===== src/rtl/alu_seq.sv =====
// Handshaked multi-cycle ALU: single-cycle logic/arith ops, bit-serial shifts,
// shift-add multiply, registered result and flags held until the consumer takes them.
module alu_seq #(
    parameter int WIDTH = 8
) (
    input  logic             clk,
    input  logic             rst,
    input  logic             in_valid,
    output logic             in_ready,
    input  logic [3:0]       op,
    input  logic [WIDTH-1:0] a,
    input  logic [WIDTH-1:0] b,
    output logic             out_valid,
    input  logic             out_ready,
    output logic [WIDTH-1:0] result,
    output logic             flag_c,
    output logic             flag_v,
    output logic             flag_z,
    output logic             flag_n,
    output logic             err
);

    localparam int SHW = $clog2(WIDTH);
    localparam int CW  = SHW + 1;   // wide enough to hold WIDTH for the multiply count
    localparam int MSB = WIDTH - 1;

    localparam logic [3:0] OP_ADD  = 4'd0;
    localparam logic [3:0] OP_SUB  = 4'd1;
    localparam logic [3:0] OP_NOT  = 4'd2;
    localparam logic [3:0] OP_AND  = 4'd3;
    localparam logic [3:0] OP_OR   = 4'd4;
    localparam logic [3:0] OP_XOR  = 4'd5;
    localparam logic [3:0] OP_SLTU = 4'd6;
    localparam logic [3:0] OP_EQ   = 4'd7;
    localparam logic [3:0] OP_SLT  = 4'd8;
    localparam logic [3:0] OP_SLL  = 4'd9;
    localparam logic [3:0] OP_SRL  = 4'd10;
    localparam logic [3:0] OP_SRA  = 4'd11;
    localparam logic [3:0] OP_MUL  = 4'd12;

    typedef enum logic [1:0] {IDLE, BUSY, DONE} state_t;

    state_t           state, state_next;
    logic [3:0]       op_q;
    logic [WIDTH-1:0] work;     // shift operand, or multiplicand during MUL
    logic [WIDTH-1:0] mplier;
    logic [WIDTH-1:0] acc;
    logic [CW-1:0]    cnt;

    logic [SHW-1:0]   sh;
    logic             accept, multi, last_step, op_q_shift;
    logic [WIDTH:0]   sum, diff;
    logic [WIDTH-1:0] alu_result, step;
    logic             alu_c, alu_v, alu_err;
    logic             fin_load;
    logic [WIDTH-1:0] fin_result;
    logic             fin_c, fin_v, fin_err;

    assign sh         = b[SHW-1:0];
    assign accept     = in_valid && (state == IDLE);
    assign multi      = (op == OP_MUL) ||
                        (((op == OP_SLL) || (op == OP_SRL) || (op == OP_SRA)) && (sh != '0));
    assign last_step  = (state == BUSY) && (cnt == CW'(1));
    assign op_q_shift = (op_q == OP_SLL) || (op_q == OP_SRL) || (op_q == OP_SRA);

    // Single-cycle results, computed straight from the live inputs at acceptance.
    always_comb begin
        sum        = {1'b0, a} + {1'b0, b};
        diff       = {1'b0, a} - {1'b0, b};
        alu_result = '0;
        alu_c      = 1'b0;
        alu_v      = 1'b0;
        alu_err    = 1'b0;
        case (op)
            OP_ADD: begin
                alu_result = sum[WIDTH-1:0];
                alu_c      = sum[WIDTH];
                alu_v      = (a[MSB] == b[MSB]) && (sum[MSB] != a[MSB]);
            end
            OP_SUB: begin
                alu_result = diff[WIDTH-1:0];
                alu_c      = diff[WIDTH];
                alu_v      = (a[MSB] != b[MSB]) && (diff[MSB] != a[MSB]);
            end
            OP_NOT:  alu_result = ~a;
            OP_AND:  alu_result = a & b;
            OP_OR:   alu_result = a | b;
            OP_XOR:  alu_result = a ^ b;
            OP_SLTU: alu_result = {{(WIDTH-1){1'b0}}, (a < b)};
            OP_EQ:   alu_result = {{(WIDTH-1){1'b0}}, (a == b)};
            OP_SLT:  alu_result = {{(WIDTH-1){1'b0}}, ($signed(a) < $signed(b))};
            OP_SLL, OP_SRL, OP_SRA: alu_result = a;   // only reaches here with a zero shift
            OP_MUL:  alu_result = '0;
            default: begin
                alu_result = '1;
                alu_err    = 1'b1;
            end
        endcase
    end

    // One iteration of the serial datapath: a 1-bit shift, or one shift-add partial product.
    always_comb begin
        case (op_q)
            OP_SLL:  step = work << 1;
            OP_SRL:  step = work >> 1;
            OP_SRA:  step = {work[MSB], work[WIDTH-1:1]};
            default: step = acc + (mplier[0] ? work : '0);
        endcase
    end

    always_comb begin
        fin_load   = 1'b0;
        fin_result = alu_result;
        fin_c      = alu_c;
        fin_v      = alu_v;
        fin_err    = alu_err;
        if (accept && !multi) begin
            fin_load = 1'b1;
        end else if (last_step) begin
            fin_load   = 1'b1;
            fin_result = step;
            fin_c      = 1'b0;
            fin_v      = 1'b0;
            fin_err    = 1'b0;
        end
    end

    always_ff @(posedge clk or posedge rst) begin
        if (rst) state <= IDLE;
        else     state <= state_next;
    end

    always_comb begin
        state_next = state;
        in_ready   = 1'b0;
        out_valid  = 1'b0;
        case (state)
            IDLE: begin
                in_ready = 1'b1;
                if (in_valid) state_next = multi ? BUSY : DONE;
            end
            BUSY: if (cnt == CW'(1)) state_next = DONE;
            DONE: begin
                out_valid = 1'b1;
                if (out_ready) state_next = IDLE;
            end
            default: state_next = IDLE;
        endcase
    end

    // NOTE: every register here uses <= so all of them see the pre-edge values of each other.
    always_ff @(posedge clk or posedge rst) begin
        if (rst) begin
            op_q   <= '0;
            work   <= '0;
            mplier <= '0;
            acc    <= '0;
            cnt    <= '0;
            result <= '0;
            flag_c <= 1'b0;
            flag_v <= 1'b0;
            flag_z <= 1'b0;
            flag_n <= 1'b0;
            err    <= 1'b0;
        end else begin
            if (accept) begin
                op_q   <= op;
                work   <= a;
                mplier <= b;
                acc    <= '0;
                cnt    <= (op == OP_MUL) ? CW'(WIDTH) : CW'(sh);
            end else if (state == BUSY) begin
                cnt <= cnt - CW'(1);
                if (op_q_shift) begin
                    work <= step;
                end else begin
                    acc    <= step;
                    work   <= work << 1;
                    mplier <= mplier >> 1;
                end
            end
            if (fin_load) begin
                result <= fin_result;
                flag_c <= fin_c;
                flag_v <= fin_v;
                flag_z <= (fin_result == '0);
                flag_n <= fin_result[MSB];
                err    <= fin_err;
            end
        end
    end

endmodule


===== config.mk =====
export PLATFORM = sky130hd
export DESIGN_NAME = alu_seq
export DESIGN_NICKNAME = d
export VERILOG_FILES = /design/src/rtl/alu_seq.sv
export SDC_FILE = /design/constraint.sdc
export NUM_CORES = 1
export LEC_CHECK = 0
export BUFFER_PORTS_ARGS = -buffer_cell sky130_fd_sc_hd__buf_4
export CAP_MARGIN = 30
export CORE_AREA = 2 2 96 98
export DETAILED_ROUTE_END_ITERATION = 7
export DIE_AREA = 0 0 98 100
export GPL_ROUTABILITY_DRIVEN = 0
export PLACE_DENSITY = 0.68
export SETUP_SLACK_MARGIN = 0.3
export SYNTH_ARGS = -nofsm -noshare
export SYNTH_HDL_FRONTEND = slang
export SYNTH_SLANG_ARGS = --single-unit
export TNS_END_PERCENT = 50

===== constraint.sdc =====
create_clock -name clk -period 2.9 [get_ports clk]
set_input_delay 0.145 -clock clk [delete_from_list [all_inputs] [get_ports clk]]
set_output_delay 0.145 -clock clk [all_outputs]
set_load 0.05 [all_outputs]

After elaboration in Yosys (flattened, before gate mapping)
Cells that the tools add are included. Widths: inputs -> output; s select.

Logic and storage cells: 105. Bits in writable memories: 0. Bits in read-only memories: 0. Register bits after elaboration: 47. Memories kept: 0. Latch bits: 0. Input bits: 24. Output and inout bits: 15.

Shift-type cells: 0. Add/sub/neg operators: 4. Equal/unequal tests: 27. Div/mod/pow operators: 0. Bitwise gates (word level): 4. $lt $le $gt $ge: 2. Reductions and logical operators: 21. $mul: 0. Muxes and demuxes: 35.

Operators by type and width (count): $mux 8 (12); $pmux 8 s11 (1); $eq 4x4->1 const B (8); $pmux 8 s3 (1); $eq 4x3->1 const B (4); $lt 8x8->1 (2); $reduce_or 13->1 (1); $mux 4 (3); $mux 1 (11); $add 8x8->9 (1); $sub 8x8->9 (1); $add 8x8->8 (1); $and 8x8->8 (1); $eq 4x1->1 const B (2); $eq 4x2->1 const B (2); $eq 8x8->1 (1); $logic_not 8->1 (1); $mux 2 (4); $not 8->8 (1); $or 8x8->8 (1); $xor 8x8->8 (1); $logic_and 1x1->1 (6); $ne 2x2->1 const B (3); $pmux 2 s3 (1); 16 further kinds (23).

Depth between registers and ports, before layout
Word-level depth: 9. Mapped depth: 11. Depth with buffers taken out: 11.

Least setup slack after synthesis
No wires, ideal clock.

Path type: reg-to-reg. From: register state[1]. To: register flag_z. Stages on the path, launching flop included: 8. Data required time: 2.805 ns. Path buffers: 0. Arrival time: 2.654 ns. Setup slack: 0.150 ns. Period minus slack after synthesis: 2.750 ns. Cell sequence: dfrtp_1 nor2_1 nand2_1 a21oi_4 o211ai_1 a21o_1 or3b_1 o31ai_1.

Cells in the longest elaborated chain, start to end: 5. Elaborated cells on any way between the ends: 10.

RTL lines: from (decl) (line 43) `state_t state, state_next;`; from (signal assigned) (line 130) `else state <= state_next;`; $eq 2x1->1 or $logic_not 2->1 (tied branches) (line 63, 60); $logic_and 1x1->1 (on tied branches) (line 63, 60); $mux 8 or $logic_and 1x1->1 (tied branches) (line 119, 117); $mux 8 (line 117) `if (accept && !multi) begin`; $logic_not 8->1 (line 186) `flag_z <= (fin_result == '0);`; to (signal assigned) (line 186); to (decl) (line 18) `output logic flag_z,`.

Several ways; a longest one is shown, not always the timed one. A chain may end at the register's enable or synchronous reset.

Final worst setup path
From: register work[0]. To: register flag_z.

Cells in the longest elaborated chain, start to end: 6.

RTL lines: from (decl) (line 45) `logic [WIDTH-1:0] work;`; from (signal assigned) (line 175) `work <= step;`; from (signal assigned) (line 178) `work <= work << 1;`; $mux 8 (line 107) `default: step = acc + (mplier[0] ? work : '0);`; $add 8x8->8 (line 107); $pmux 8 s3 * (line 103) `case (op_q)`; $mux 8 * (line 119) `end else if (last_step) begin`; $mux 8 * (line 117); $logic_not 8->1 * (line 186).

Every way passes the cells marked *; elsewhere a longest branch is shown, timed or not.

==> impl_metrics.py <==
metrics = {
    "outcome": {
        "outcome": "completed",
    },
    "clock_network": {
        "root_buffer": "clkbuf_8",
        "clkTransAtPathRegs_ns": 0.10,
        "cts_tree": "yes",
        "htreeDepth": 2,
        "clock_sinks": 46,
        "clk_latency_ns": 0.31,
        "clk_path_buf_depth": 2,
        "numCtsBuffers": 5,
    },
    "power": {
        "power_density_nw_per_um2": 811,
        "max-vdd-ir-drop_mv": 0.414,
        "leakage_nw": 2.27,
    },
    "detailed_routing": {
        "viasPerCell": 6.07,
        "avgRoutedWirePerCell_um": 18.6,
        "wirelength_um": 12400,
        "drc": 0,
        "antenna_left": 0,
        "first_pass_iters": 5,
        "dr_total_vias": 4040,
        "drtIter0Drc": 262,
    },
    "critical_path": {
        "crit_type": "reg -> reg",
        "cp_data_required_time_ns": 3.13,
        "cp-start-kind": "flop",
        "path_max_fanout": 3,
        "end_kind": "flop",
        "crit_arrival_ns": 2.70,
    },
    "finish": {
        "register_area_um2": 1150,
        "layout.cells.non_filler": 666,
        "syn2layout_area_growth_pct": 14.8,
        "final_cell_area_um2": 4920,
        "drive_above_1_share": 0.189,
        "nFillCells": 840,
        "nets": 614,
        "n_antenna_cell": 0,
        "multiInputGateArea_um2": 2990,
    },
    "timing": {
        "hold_viol_final": 0,
        "setup_tns_ns": 0,
        "max_freq_mhz": 405,
        "drv_slew": 0,
        "setup_viol": 0,
        "tightest_slew_ns": 0.608,
        "period_needed_ns": 2.47,
        "rsz0062_at_grt": "no",
        "relSlewSlack": 0.591,
        "clock_skew_ns": 0.0119,
        "period_share": 0.852,
    },
    "die": {
        "rows": 35,
        "die_area_um2": 9800,
        "die_w_um": 98,
        "fp.dieH_um": 100,
        "num_io_pins": 39,
        "start_util": 0.482,
        "core_area_um2": 8890,
    },
    "global_route": {
        "grt_pass1_wl_um": 20100,
        "grt.total_usage": 0.254,
        "antenna_found_initial": 0,
        "grt-ovfl-total": 0,
        "grt_max_degree": 38,
        "first_global_vias": 3885,
    },
    "placed_design": {
        "place_inst": 656,
        "hpwlAfterDp_um": 9370,
        "placed_cell_area_um2": 4680,
        "portBuffers": 38,
    },
    "synthesis": {
        "post-synth-top-area-cell": "dfrtp_1",
        "synth_seq_area_share": 0.268,
        "ys.flop_type": "dfrtp_1",
        "synth.distinct_cells": 74,
        "synth.avg_cell_area_um2": 8.15,
        "synth_edf_count": 0,
        "yosys_warnings": 0,
        "netlist.area_leader.share": 0.268,
        "synth_nets": 586,
        "yosysMostFrequentCell": "nand2_1",
        "ys_async_sr_fraction": 1.00,
        "netlist_top_cells_count": "57 x nand2_1, 46 x dfrtp_1, 41 x o21ai_0",
        "synth_cells": 526,
        "synth.area.top_cells": "dfrtp_1 27%, ha_1 9.6%, nand2_1 5.0%",
        "ys_ff_latch": 46,
        "synth_area_um2": 4290,
    },
    "run": {
        "maxCapViolations": 0,
    },
    "min_path": {
        "hp-class": "in -> reg",
    },
}
==> timing repair <==
action | CTS | global route
hold endpoints to repair | 9 | 0
hold buffers | 1 | 0
endpoints found under the setup margin | 1 | 1
resized for setup | 6 | 20
setup buffers | 0 | 1
cloned | 0 | 0
pin swaps | 1 | 9
==> cell usage in the layout (no fill, tap or decap), drive strengths merged, types with 3 or more instances in the layout <==
cell | netlist | layout
and3b | 3 | 3
xnor2 | 9 | 9
a21boi | 3 | 3
nor3b | 5 | 5
o22ai | 4 | 4
nor2b | 3 | 3
ha | 33 | 33
a2bb2oi | 3 | 3
a22oi | 9 | 9
nand3 | 14 | 14
nor4b | 3 | 3
o21bai | 6 | 6
or2 | 10 | 10
inv | 32 | 32
nor4 | 4 | 4
o21ai | 44 | 44
or4 | 3 | 3
nand2b | 10 | 10
a21oi | 31 | 31
clkbuf | 18 | 7
fa | 3 | 3
nand3b | 6 | 6
nor3 | 8 | 8
and2 | 11 | 11
and3 | 4 | 4
nor2 | 31 | 31
dfrtp | 46 | 46
a211oi | 8 | 8
nand2 | 57 | 57
or3b | 4 | 4
o31ai | 5 | 5
a21o | 7 | 7
buf | 17 | 55
o221ai | 5 | 5
a31oi | 5 | 5
mux2 | 5 | 5
mux2i | 19 | 19
xor2 | 3 | 3
o211ai | 5 | 5
==> power breakdown <==
group	internal (mW)	switching (mW)
Sequential	0.938	0.255
Combinational	0.937	1.43
Clock	0.193	0.239
Total	2.07	1.92
==> worst max-delay path, stage by stage, from the launching register on <==
cell and delay, ns:
dfrtp_1 0.40, and2_4 0.15, ha_4 0.17, fa_2 0.39, a21o_1 0.22, a21oi_4 0.16, xnor2_2 0.11, a211oi_2 0.22
a31oi_1 0.09, or2_4 0.26, o31ai_1 0.22
==> state kept, by name, summed over array words and instances, names as in the netlist <==
| register | cells |
|---|---|
| work | 8 |
| state | 2 |
| flag_z | 1 |
| err | 1 |
| mplier | 8 |
| flag_v | 1 |
| acc | 8 |
| result | 8 |
| flag_c | 1 |
| cnt | 4 |
| op_q | 4 |
==> metal layers <==
metal / part of all wire / vias to the layer above / global-route usage
met5: 0 / - / 0
met2: 0.49 / 138 / 0.438
li1: - / 1952 / -
met4: 0.027 / 0 / 0.0983
met3: 0.055 / 24 / 0.0272
met1: 0.42 / 1926 / 0.328
==> path summary, 6_finish.rpt <==
check                          start       end  slack [ns]  cells past startpoint
setup / recovery             work[0]    flag_z        0.43                     10
hold / removal             out_ready  state[1]        0.02                      2
setup reg to reg             work[0]    flag_z        0.43                     10
hold reg to reg              op_q[2]   op_q[2]        0.49                      2
max in group asynchronous        rst   op_q[2]        2.11                      4
min in group asynchronous        rst    acc[5]        0.31                      3
==> layout make-up <==
type / instances / share of cell area
Clock buffer: 7 / 0.0175
Clock inverter: 1 / 0.00102
Inverter: 32 / 0.0244
Multi-Input combinational cell: 413 / 0.607
Sequential cell: 46 / 0.234
Tap cell: 111 / 0.0282
Timing Repair Buffer: 56 / 0.0884
==> kinds of logic (layout without fill, tap and decap cells) <==
kind of cell | count (synthesis) | in the layout | share of synthesized area
flip-flops | 46 | 46 | 0.268
buffers and inverters | 67 | 96 | 0.0665
XOR/XNOR | 12 | 12 | 0.0245
adder cells (fa/ha/maj) | 36 | 36 | 0.110
multiplexers | 24 | 24 | 0.0575
AO/OA/AOI/OAI | 161 | 161 | 0.253
AND/OR/NAND/NOR | 180 | 180 | 0.220
==> through the flow <==
step	worst slack [ns]	utilization	hold WS (ns)	power [mW]
after floorplan	0.396	-	0.253	2.75
after global placement	0.228	0.524	0.335	3.34
after detailed placement	0.181	0.527	0.0971	3.38
after CTS	0.315	0.540	0.0322	3.83
after global routing	0.320	0.554	0.0357	4.27
final	0.430	0.554	0.0230	3.99
Note: power is estimated with default switching activity, not from simulation.
